[src/rtl/not_bist_pkg.sv]
// not_bist_pkg -- shared definitions for the inverter-array BIST engine.
//   state_e        : engine FSM states
//   MIN/MAX_WIDTH  : supported inverter-array widths
//   MODE_GEN/MISR  : not_bist_lfsr mode pin encodings
//   TAPS[w]        : maximal-length feedback mask for a w-bit shift-left
//                    Fibonacci register (feedback enters bit 0)
package not_bist_pkg;

  localparam int MIN_WIDTH = 4;
  localparam int MAX_WIDTH = 16;

  typedef enum logic [1:0] {
    ST_IDLE = 2'd0,
    ST_SEED = 2'd1,
    ST_RUN  = 2'd2,
    ST_DONE = 2'd3
  } state_e;

  localparam logic MODE_GEN  = 1'b0;
  localparam logic MODE_MISR = 1'b1;

  // Bit k set means stage k+1 of the classic tap list is XORed into feedback.
  localparam logic [MAX_WIDTH-1:0] TAPS [MIN_WIDTH:MAX_WIDTH] = '{
    16'h000C,  //  4: x4+x3+1
    16'h0014,  //  5: x5+x3+1
    16'h0030,  //  6: x6+x5+1
    16'h0060,  //  7: x7+x6+1
    16'h00B8,  //  8: x8+x6+x5+x4+1
    16'h0110,  //  9: x9+x5+1
    16'h0240,  // 10: x10+x7+1
    16'h0500,  // 11: x11+x9+1
    16'h0829,  // 12: x12+x6+x4+x+1
    16'h100D,  // 13: x13+x4+x3+x+1
    16'h2015,  // 14: x14+x5+x3+x+1
    16'h6000,  // 15: x15+x14+1
    16'hD008   // 16: x16+x15+x13+x4+1
  };

endpackage

[src/rtl/not_bist_lfsr.sv]
// not_bist_lfsr -- shift-left Fibonacci register, usable as pattern
// generator (mode=MODE_GEN) or signature compactor (mode=MODE_MISR).
//   clk, rst_n : clock, async active-low reset (register <= RST_VAL)
//   mode       : MODE_GEN or MODE_MISR
//   load       : load load_val this cycle (wins over en)
//   en         : advance one step this cycle
//   din        : data folded in when compacting
//   q          : current register contents
//   q_nxt      : value the register takes on the next enabled step
module not_bist_lfsr
  import not_bist_pkg::*;
#(
  parameter int               WIDTH   = 8,
  parameter logic [WIDTH-1:0] RST_VAL = '0
) (
  input  logic             clk,
  input  logic             rst_n,
  input  logic             mode,
  input  logic             load,
  input  logic             en,
  input  logic [WIDTH-1:0] load_val,
  input  logic [WIDTH-1:0] din,
  output logic [WIDTH-1:0] q,
  output logic [WIDTH-1:0] q_nxt
);

  localparam logic [WIDTH-1:0] TAP_MASK = TAPS[WIDTH][WIDTH-1:0];

  logic [WIDTH-1:0] q_q, q_d, shifted;

  always_comb begin
    shifted = {q_q[WIDTH-2:0], ^(q_q & TAP_MASK)};
    if (mode == MODE_MISR) begin
      q_nxt = shifted ^ din;
    end else begin
      // The generator must never lock up in the all-zero state.
      q_nxt = (shifted == '0) ? WIDTH'(1) : shifted;
    end
    q_d = q_q;
    if (load)    q_d = load_val;
    else if (en) q_d = q_nxt;
  end

  always_ff @(posedge clk or negedge rst_n) begin
    if (!rst_n) q_q <= RST_VAL;
    else        q_q <= q_d;
  end

  assign q = q_q;

endmodule

[src/rtl/not_bist_engine.sv]
// not_bist_engine -- BIST for a WIDTH-bit inverter array: an LFSR drives
// the array, a MISR compacts its outputs over NUM_PATTERNS cycles and the
// result is compared with a golden signature.
//   clk, rst_n            : clock, async active-low reset
//   start                 : begin a run (honoured in IDLE only)
//   fault_en/sel/val      : stuck-at injection on one array output bit
//   golden                : expected fault-free signature
//   busy                  : high in SEED and RUN
//   done                  : one-cycle pulse in DONE
//   signature             : MISR contents
//   pass                  : signature == golden, valid from DONE to next start
// Build option: define NOT_BIST_FAULT_INJ_EN to compile in the fault mux;
// otherwise the fault_* inputs are ignored.
module not_bist_engine
  import not_bist_pkg::*;
#(
  parameter int WIDTH        = 8,
  parameter int NUM_PATTERNS = 16,
  parameter int SEED         = 1
) (
  input  logic                     clk,
  input  logic                     rst_n,
  input  logic                     start,
  input  logic                     fault_en,
  input  logic [$clog2(WIDTH)-1:0] fault_sel,
  input  logic                     fault_val,
  input  logic [WIDTH-1:0]         golden,
  output logic                     busy,
  output logic                     done,
  output logic [WIDTH-1:0]         signature,
  output logic                     pass
);

  localparam int               CNT_W    = $clog2(NUM_PATTERNS + 1);
  localparam logic [CNT_W-1:0] CNT_LAST = CNT_W'(NUM_PATTERNS - 1);
  // A zero seed would park the generator, so it is replaced by 1.
  localparam logic [WIDTH-1:0] SEED_EFF = (WIDTH'(SEED) == '0) ? WIDTH'(1) : WIDTH'(SEED);

  state_e           state_q, state_d;
  logic [CNT_W-1:0] cnt_q, cnt_d;
  logic             busy_q, busy_d, done_q, done_d, pass_q, pass_d;

  logic [WIDTH-1:0] pattern, arr_o, misr_q, misr_nxt, lfsr_unused_nxt;
  logic             ld, step;

  assign ld   = (state_q == ST_SEED);
  assign step = (state_q == ST_RUN);

  not_bist_lfsr #(.WIDTH(WIDTH), .RST_VAL(SEED_EFF)) u_gen (
    .clk(clk), .rst_n(rst_n), .mode(MODE_GEN), .load(ld), .en(step),
    .load_val(SEED_EFF), .din('0), .q(pattern), .q_nxt(lfsr_unused_nxt)
  );

  not_bist_lfsr #(.WIDTH(WIDTH), .RST_VAL('0)) u_misr (
    .clk(clk), .rst_n(rst_n), .mode(MODE_MISR), .load(ld), .en(step),
    .load_val('0), .din(arr_o), .q(misr_q), .q_nxt(misr_nxt)
  );

  // Inverter array under test, with an optional stuck-at on one output.
  // A fault_sel beyond the array (non power-of-two WIDTH) matches no bit.
  always_comb begin
    arr_o = ~pattern;
`ifdef NOT_BIST_FAULT_INJ_EN
    for (int i = 0; i < WIDTH; i++) begin
      if (fault_en && (int'(fault_sel) == i)) arr_o[i] = fault_val;
    end
`endif
  end

`ifndef NOT_BIST_FAULT_INJ_EN
  logic fault_unused;
  assign fault_unused = ^{fault_en, fault_sel, fault_val};
`endif

  always_comb begin
    state_d = state_q;
    cnt_d   = cnt_q;
    busy_d  = busy_q;
    done_d  = 1'b0;
    pass_d  = pass_q;
    case (state_q)
      ST_IDLE: if (start) begin
        state_d = ST_SEED;
        busy_d  = 1'b1;
      end
      ST_SEED: begin
        state_d = ST_RUN;
        cnt_d   = '0;
        pass_d  = 1'b0;
      end
      ST_RUN: begin
        cnt_d = cnt_q + CNT_W'(1);
        if (cnt_q == CNT_LAST) begin
          state_d = ST_DONE;
          busy_d  = 1'b0;
          done_d  = 1'b1;
          // Judge against the value the MISR takes on this final step.
          pass_d  = (misr_nxt == golden);
        end
      end
      ST_DONE: state_d = ST_IDLE;
      default: state_d = ST_IDLE;
    endcase
  end

  always_ff @(posedge clk or negedge rst_n) begin
    if (!rst_n) begin
      state_q <= ST_IDLE;
      cnt_q   <= '0;
      busy_q  <= 1'b0;
      done_q  <= 1'b0;
      pass_q  <= 1'b0;
    end else begin
      state_q <= state_d;
      cnt_q   <= cnt_d;
      busy_q  <= busy_d;
      done_q  <= done_d;
      pass_q  <= pass_d;
    end
  end

  assign busy      = busy_q;
  assign done      = done_q;
  assign pass      = pass_q;
  assign signature = misr_q;

endmodule

[config.mk]
export PLATFORM = sky130hd
export DESIGN_NAME = not_bist_engine
export DESIGN_NICKNAME = d
export VERILOG_FILES = /design/src/rtl/not_bist_pkg.sv /design/src/rtl/not_bist_lfsr.sv /design/src/rtl/not_bist_engine.sv
export SDC_FILE = /design/constraint.sdc
export NUM_CORES = 1
export LEC_CHECK = 0
export ABC_AREA = 1
export CAP_MARGIN = 40
export CELL_PAD_IN_SITES_DETAIL_PLACEMENT = 1
export CELL_PAD_IN_SITES_GLOBAL_PLACEMENT = 2
export CORE_MARGIN = 5
export CORE_UTILIZATION = 33
export DETAILED_ROUTE_END_ITERATION = 7
export PLACE_DENSITY_LB_ADDON = 0.1
export SETUP_SLACK_MARGIN = 0.02
export SLEW_MARGIN = 20
export SYNTH_ARGS = -nofsm -noshare
export SYNTH_HDL_FRONTEND = slang
export SYNTH_HIERARCHICAL = 1
export SYNTH_SLANG_ARGS = --single-unit
export TNS_END_PERCENT = 100
[constraint.sdc]
create_clock -name clk -period 2.61 [get_ports clk]
set_clock_uncertainty 0.05 [all_clocks]
set_input_delay 0.261 -clock clk [delete_from_list [all_inputs] [get_ports clk]]
set_output_delay 0.261 -clock clk [all_outputs]
set_load 0.005 [all_outputs]
**Word level (Yosys, flattened, before mapping)**

Index checks and enable logic that the tools add are counted.
W data, S select, Z words.

- Reduce and logical (&&, ||, !) cells: 9
- Muxes and demuxes: 16
- Bitwise gates (word level): 2
- Eq/ne operators: 7
- $add $sub $neg: 1

Operator list:

| kind | number |
|---|---|
| $mux W8 | 5 |
| $reduce_xor A8 Y1 | 2 |
| $pmux W5 S2 | 1 |
| $eq A8 B8 Y1 | 1 |
| $logic_not A8 Y1 | 1 |
| $not A8 Y8 | 1 |
| $pmux W2 S4 | 1 |
| $xor A8 B8 Y8 | 1 |
| $add A5 B1 Y5 const B | 1 |
| $eq A5 B4 Y1 const B | 1 |
| $mux W1 | 5 |
| $eq A2 B2 Y1 const B | 2 |
| $mux W2 | 2 |
| $pmux W1 S2 | 2 |
| $reduce_and A2 Y1 | 2 |
| $reduce_bool A2 Y1 | 2 |
| $reduce_and A3 Y1 | 1 |
| $eq A2 B1 Y1 const B | 1 |
| $logic_not A2 Y1 | 1 |
| $ne A2 B1 Y1 const B | 1 |
| $ne A2 B2 Y1 const B | 1 |

- Bits in registers: 26

**Logic depth before layout (Yosys ltp)**

- Depth in word-level cells: 5
- Gate-level depth with buffers: 13
- Gate-level depth less buffers: 13

**Hierarchy**

Netlist, hierarchy kept.

Modules (own cells, without submodules):

| module | cells each | area each (µm²) | instances | seq. area each (µm²) |
|---|---|---|---|---|
| not_bist_engine | 108 | 758.2 | 1 | 250.2 |
| not_bist_lfsr (u_gen) | 84 | 585.6 | 1 | 201.4 |
| not_bist_lfsr (u_misr) | 84 | 584.3 | 1 | 200.2 |

**Least setup slack after synthesis**

OpenSTA, ideal clock, no wires.

- Kind: reg-to-reg
- Start point: reg cnt_q[1]
- End point: reg pass_q, in the netlist pass
- Slack: 1.125 ns
- Cell stages (with the launch flop): 11
- Arrival time: 1.370 ns
- Library setup time: 0.065 ns
- Cells stage by stage: dfrtp_1 ha_1 inv_1 nor3_1 ha_1 inv_1 nor2_2 nand2_1 nor2_1 nand2_1 nand2_1

- Cells in the longest elaborated chain, start to end: 3

Ends and longest elaborated chain:

| what | line | text |
|---|---|---|
| from (decl) | not_bist_engine.sv:40 | `logic [CNT_W-1:0] cnt_q, cnt_d;` |
| from (signal assigned) | not_bist_engine.sv:115 | `cnt_q <= cnt_d;` |
| $eq A5 B4 Y1 | not_bist_engine.sv:93 | `if (cnt_q == CNT_LAST) begin` |
| $ne A2 B1 Y1 (no line) | - |  |
| $reduce_and A2 Y1 (no line) | - |  |
| to (signal assigned) | not_bist_engine.sv:118 | `pass_q <= pass_d;` |
| to (decl) | not_bist_engine.sv:41 | `logic busy_q, busy_d, done_q, done_d, pass_q, pass_d;` |

Every way passes these cells.
A chain may end at the register's enable or synchronous reset.

**Final worst setup path**

- Start point: reg state_q[0]
- End point: reg u_misr.q_q[6], in the netlist u_misr/q[6]

- Cells in the longest elaborated chain, start to end: 2
- Elaborated cells on any way between the ends: 4
- Those cells by class: eq/ne (2); mux (1); reduce/logical (1)

Ends and longest elaborated chain:

| what | line | text |
|---|---|---|
| from (decl) | not_bist_engine.sv:39 | `state_e state_q, state_d;` |
| from (signal assigned) | not_bist_engine.sv:114 | `state_q <= state_d;` |
| $eq A2 B2 Y1 | not_bist_engine.sv:47 | `assign step = (state_q == ST_RUN);` |
| net step | not_bist_engine.sv:44 | `logic ld, step;` |
| $reduce_bool A2 Y1 (no line) | - |  |
| to (signal assigned) | not_bist_lfsr.sv:46 | `else q_q <= q_d;` |
| to (decl) | not_bist_lfsr.sv:29 | `logic [WIDTH-1:0] q_q, q_d, shifted;` |

The timed path passes the listed nets, and every way through them passes these cells.

==> metrics.txt <==
# TYPE chip_impl_metric gauge
chip_impl_info{name="outcome",value="finished clean"} 1
chip_impl_metric{name="finalInstanceArea",unit="mm²"} 0.00232
chip_impl_metric{name="final_max_slew_viol_count",unit=""} 0
chip_impl_metric{name="timing.critical_path.fanout_max",unit=""} 12
chip_impl_metric{name="fmax",unit="MHz"} 543
chip_impl_metric{name="cts.sink_count",unit=""} 26
chip_impl_metric{name="hpwlAfterDp",unit="mm"} 3.60
chip_impl_metric{name="port_buffers",unit=""} 21
chip_impl_metric{name="grt_first_pass_wirelength",unit="mm"} 8.27
chip_impl_metric{name="finalSetupViolations",unit=""} 0
chip_impl_metric{name="finalCritPeriodShare",unit=""} 0.706
chip_impl_metric{name="worst_ep_required_time",unit="ps"} 2750
chip_impl_metric{name="detail_route.drc_violations",unit=""} 0
chip_impl_info{name="setup.worst_path.class",value="reg2reg"} 1
chip_impl_metric{name="global_route.usage.total",unit=""} 0.138
chip_impl_metric{name="nets",unit=""} 339
chip_impl_metric{name="post_synth.cell_area_avg",unit="µm²"} 7.07
chip_impl_metric{name="worst-r2r-setup-slack",unit="ps"} 770
chip_impl_metric{name="die_height",unit="µm"} 85.9
chip_impl_metric{name="yosysWarningCount",unit=""} 6
chip_impl_metric{name="fillerInstances",unit=""} 713
chip_impl_metric{name="initial_antenna_violation_count",unit=""} 0
chip_impl_metric{name="total_leakage_power",unit="nW"} 1.23
chip_impl_metric{name="synthesis.instances",unit=""} 269
chip_impl_metric{name="final.setup.tns",unit="ps"} 0
chip_impl_metric{name="period_needed",unit="ps"} 1840
chip_impl_metric{name="wirelength",unit="mm"} 4.63
chip_impl_metric{name="number_of_maximum_capacitance_constraint_violations",unit=""} 0
chip_impl_info{name="min_path_type",value="in2async"} 1
chip_impl_metric{name="syn-cell-area",unit="mm²"} 0.00190
chip_impl_info{name="mostFrequentLayoutCell",value="sky130_fd_sc_hd__nand2_1"} 1
chip_impl_info{name="setup.worst_path.start_class",value="register"} 1
chip_impl_metric{name="grt_pass1_vias",unit=""} 1734
chip_impl_metric{name="cts_repair_resize_count",unit=""} 0
chip_impl_metric{name="timing.final.ws_setup",unit="ps"} 767
chip_impl_metric{name="antenna-diode-count",unit=""} 0
chip_impl_metric{name="grt_max_degree",unit=""} 27
chip_impl_metric{name="post_drt_wl_per_cell",unit="µm"} 12.0
chip_impl_metric{name="total_die_area",unit="mm²"} 0.00738
chip_impl_info{name="root_buffer",value="sky130_fd_sc_hd__clkbuf_8"} 1
chip_impl_metric{name="hold_violations",unit=""} 0
chip_impl_metric{name="drt_pre_antenna_iters",unit=""} 4
chip_impl_metric{name="p_comb_frac",unit=""} 0.603
chip_impl_metric{name="cts.clk_slew.worst_paths",unit="ps"} 100
chip_impl_metric{name="syn_to_final_growth",unit="%"} 21.9
chip_impl_info{name="clock_tree_from_tritoncts",value="built"} 1
chip_impl_metric{name="total_power_divided_by_cell_area",unit="mW/mm²"} 1140
chip_impl_metric{name="hold_buffers",unit=""} 0
chip_impl_metric{name="report.power.total",unit="mW"} 2.64
chip_impl_metric{name="route.vias.total",unit=""} 1630
chip_impl_info{name="cell_by_cell_trace_of_the_critical_path",value="inv_1, ha_1, nand2_1, o211ai_1"} 1
chip_impl_metric{name="grt_overflow_total",unit=""} 0
chip_impl_metric{name="drive_above_1_share",unit=""} 0.0984
chip_impl_metric{name="count_of_nets_left_with_antenna_violations_after_detail_routing",unit=""} 0
chip_impl_metric{name="dieWidth",unit="µm"} 85.9
chip_impl_metric{name="core",unit="mm²"} 0.00554
chip_impl_info{name="unrepaired_setup_endpoints_after_global_routing",value="false"} 1
chip_impl_metric{name="dpl_cell_area",unit="mm²"} 0.00226
chip_impl_metric{name="inserted_clock_buffers",unit=""} 3
chip_impl_metric{name="cp.arrival",unit="ps"} 1980
chip_impl_metric{name="cts_max_level",unit=""} 1
chip_impl_metric{name="max-vdd-ir-drop",unit="mV"} 0.393
chip_impl_metric{name="viasPerCell",unit=""} 4.21
chip_impl_info{name="critPathSlowestCell",value="sky130_fd_sc_hd__ha_1"} 1
chip_impl_metric{name="clock_insertion_delay_worst_skew",unit="ps"} 280
chip_impl_metric{name="netSwitchingFraction",unit=""} 0.484
chip_impl_metric{name="worst_pin_slew",unit="ps"} 583
chip_impl_metric{name="top_level_ports",unit=""} 27
chip_impl_metric{name="detail_route.iter0.violations",unit=""} 64
chip_impl_metric{name="post-place-ws",unit="ps"} 751
chip_impl_metric{name="cts_setup_buffers",unit=""} 0
chip_impl_info{name="final_cell_mix",value="81 x sky130_fd_sc_hd__nand2_1, 55 x sky130_fd_sc_hd__inv_1, 26 x sky130_fd_sc_hd__conb_1"} 1
chip_impl_metric{name="power.clock.fraction",unit=""} 0.103
chip_impl_metric{name="power.share.sequential",unit=""} 0.294
chip_impl_metric{name="fp-row-count",unit=""} 27
chip_impl_metric{name="power_switching",unit="mW"} 1.28
chip_impl_metric{name="cts-root-to-sink-buffers",unit=""} 2
chip_impl_metric{name="critical-path-max-stage-delay",unit="ps"} 550
chip_impl_metric{name="initial_core_util",unit=""} 0.343
chip_impl_metric{name="timing.slew.headroom",unit=""} 0.612
chip_impl_metric{name="globalplace.congestion",unit=""} 0.756
chip_impl_metric{name="intPower",unit="mW"} 1.36
chip_impl_info{name="timing.critical_path.to_type",value="register"} 1
## routing by layer
| layer | vias up | routed length, µm | global-route usage |
|---|---|---|---|
| met5 | - | 0 | 0 |
| met1 | 731 | 2310 | 0.186 |
| met2 | 14 | 2190 | 0.233 |
| li1 | 883 | - | - |
| met3 | 2 | 98 | 0.0163 |
| met4 | 0 | 27 | 0.0388 |
## flip-flops by register name, summed over array words and instances (netlist names)
| register | count |
|---|---|
| state_q | 2 |
| u_misr/q | 8 |
| pass | 1 |
| done | 1 |
| u_gen/q | 8 |
| busy | 1 |
| cnt_q | 5 |
## final timing paths
kind,cells past startpoint,startpoint,end
hold / removal,2,rst_n,u_gen/q[4]$_DFFE_PN0P_
hold reg to reg,2,busy$_DFFE_PN0P_,busy$_DFFE_PN0P_
setup / recovery,4,state_q[0]$_DFFE_PN0P_,u_misr/q[6]$_DFFE_PN0P_
setup reg to reg,4,state_q[0]$_DFFE_PN0P_,u_misr/q[6]$_DFFE_PN0P_
max in group asynchronous,2,rst_n,u_gen/q[0]$_DFFE_PN1P_
min in group clk,2,busy$_DFFE_PN0P_,busy$_DFFE_PN0P_
## power groups by stage
stage / sequential (mW) / combinational [mW] / clock, mW
6_report: 0.776 / 1.59 / 0.273
5_1_grt: 0.809 / 1.84 / 0.302
4_1_cts: 0.782 / 1.63 / 0.289
3_5_place_dp: 0.790 / 1.62 / 0
3_3_place_gp: 0.787 / 1.59 / 0
2_1_floorplan: 0.738 / 1.17 / 0
## worst max-delay path: cells and delay by family, from the launching register on
family | cells | cell delay [ps]
fa+ha+maj | 1 | 550
compound gates | 1 | 260
buf+inv | 1 | 140
simple gates | 1 | 360
flops | 1 | 390
## area by class of cell
cell class              count  area, µm²  share of cell area
multi-input cells         200       1060               0.458
flip-flops and latches     26        652               0.281
inverters                  62        235               0.101
clock buffers               4       55.1              0.0237
repair buffers             23        225              0.0971
well taps                  72       90.1              0.0389
## per-stage QoR
stage	hold WS, ps	instances	util
6_report	308	387	0.418
5_1_grt	345	387	0.418
4_1_cts	320	387	0.418
3_5_place_dp	445	383	0.409
3_3_place_gp	428	383	0.409
2_1_floorplan	-84.6	293	-
Power figures use the tool's default switching activity.
==> patch, RTL diff (same settings) <==
Build with the macro `NOT_BIST_FAULT_INJ_EN` defined.
--- a/src/rtl/not_bist_engine.sv
+++ b/src/rtl/not_bist_engine.sv
@@ -13,2 +13,4 @@
 // otherwise the fault_* inputs are ignored.
+`define NOT_BIST_FAULT_INJ_EN
+
 module not_bist_engine
Formal check against the unedited RTL: not equivalent (a bounded check fails within 4 cycles, from zero or initial values and one cycle with rst_n low).
==> patch against the unedited design <==
- wire length rose by 12%
- sequential cell count did not move
- hold slack improved by 3.5 ps
- combinational power barely moved
- setup slack got worse by 140 ps
- total power rose by 3.1%
- final area rose by 7.1%
- area after synthesis rose by 5.2%
- critical path type is now in -> reg
- largest power group unchanged
- highest routed layer unchanged
==> patch: results (changes against the unedited design) <==
Vias/cell 4.42 (was 4.21); Sw Share 47.5% (was 48.4%); FF-to-FF End u_misr/q[7] (was u_misr/q[6]); Inst Count DP 417 (was 383); R2R cell count 4 (unchanged); status finished clean (unchanged); dpl cell area 0.00241 mm² (was 0.00226 mm²); initial drt markers 63 (was 64); Non-clk invs 59 (was 62); Hold Slack 312 ps (was 308 ps); first-pass GRT wire length 9.32 mm (was 8.27 mm); maximum vdd drop 0.408 mV (was 0.393 mV); Repair and plain buffers 28 (was 23); post-synthesis average cell area 6.76 µm² (was 7.07 µm²); post-DP HPWL 4.17 mm (was 3.60 mm); Layout clock area frac 2.87% (was 2.37%); slowest CP cell clkdlybuf4s50_1 (was ha_1); R2R Setup Slk 860 ps (was 770 ps); post-CTS sizing 0 (unchanged); fill count 808 (was 713); routed len/inst 12.3 µm (was 12.0 µm); aggregate global-route resource usage 15.2% (was 13.8%); critical path's top delay family simple AND/OR/NAND/NOR gates (was adder cells); Comb pwr share 58.3% (was 60.3%); LEAKAGE 1.31 nW (was 1.23 nW); #MultiIn Comb 229 (was 200); Port Buf Inserts 26 (was 21); Worst EP arrival 2140 ps (was 1980 ps); final weighted congestion in routability-driven placement 0.792 (was 0.756); Non-clock buffering overhead 11.1% (was 9.71%); vias in the first global route 2020 (was 1734); Clock Latency Late Sink 280 ps (about the same); worst slack, placed 328 ps (was 751 ps); Worst-Margin Slew 511 ps (was 583 ps); area of the multi-input gates 0.00117 mm² (was 0.00106 mm²); CP max stage delay 470 ps (was 550 ps); synth warn 6 (unchanged); nets@finish 370 (was 339); P&R area growth vs syn 24.1% (was 21.9%); vias after detailed routing 1861 (was 1630); Power per Cell Area 1100 mW/mm² (was 1140 mW/mm²)
-- patch: cell count changes in the layout (fill, tap and decap cells not counted), sizes merged, moves of 2 or more --
| cell | change |
|---|---|
| nand3 | +2 |
| inv | -3 |
| or2 | -2 |
| nor2 | +12 |
| o21ai | +2 |
| clkdlybuf4s50 | +5 |
| a21oi | +8 |
| nand2 | +8 |
-- patch: per-layer routing --
metal | vias to the layer above | track usage [%] | wire length [µm]
met5 | - | 0 | 0
met4 | 0 | 4.32 | 72
met3 | 4 | 1.79 | 135
met2 | 15 | 27.5 | 2550
met1 | 859 | 19.0 | 2430
li1 | 983 | - | -
-- patch: how the worst max path moves through the flow --
stage,from,endpoint,slack [ps],depth (start not counted)
global route,fault_sel[1],pass,390,13
global placement,fault_en,pass,350,13
floorplan,cnt_q[1],pass,1110,10
finish,fault_en,pass,630,14
CTS,fault_en,pass,620,14
detailed placement,fault_en,pass,330,14
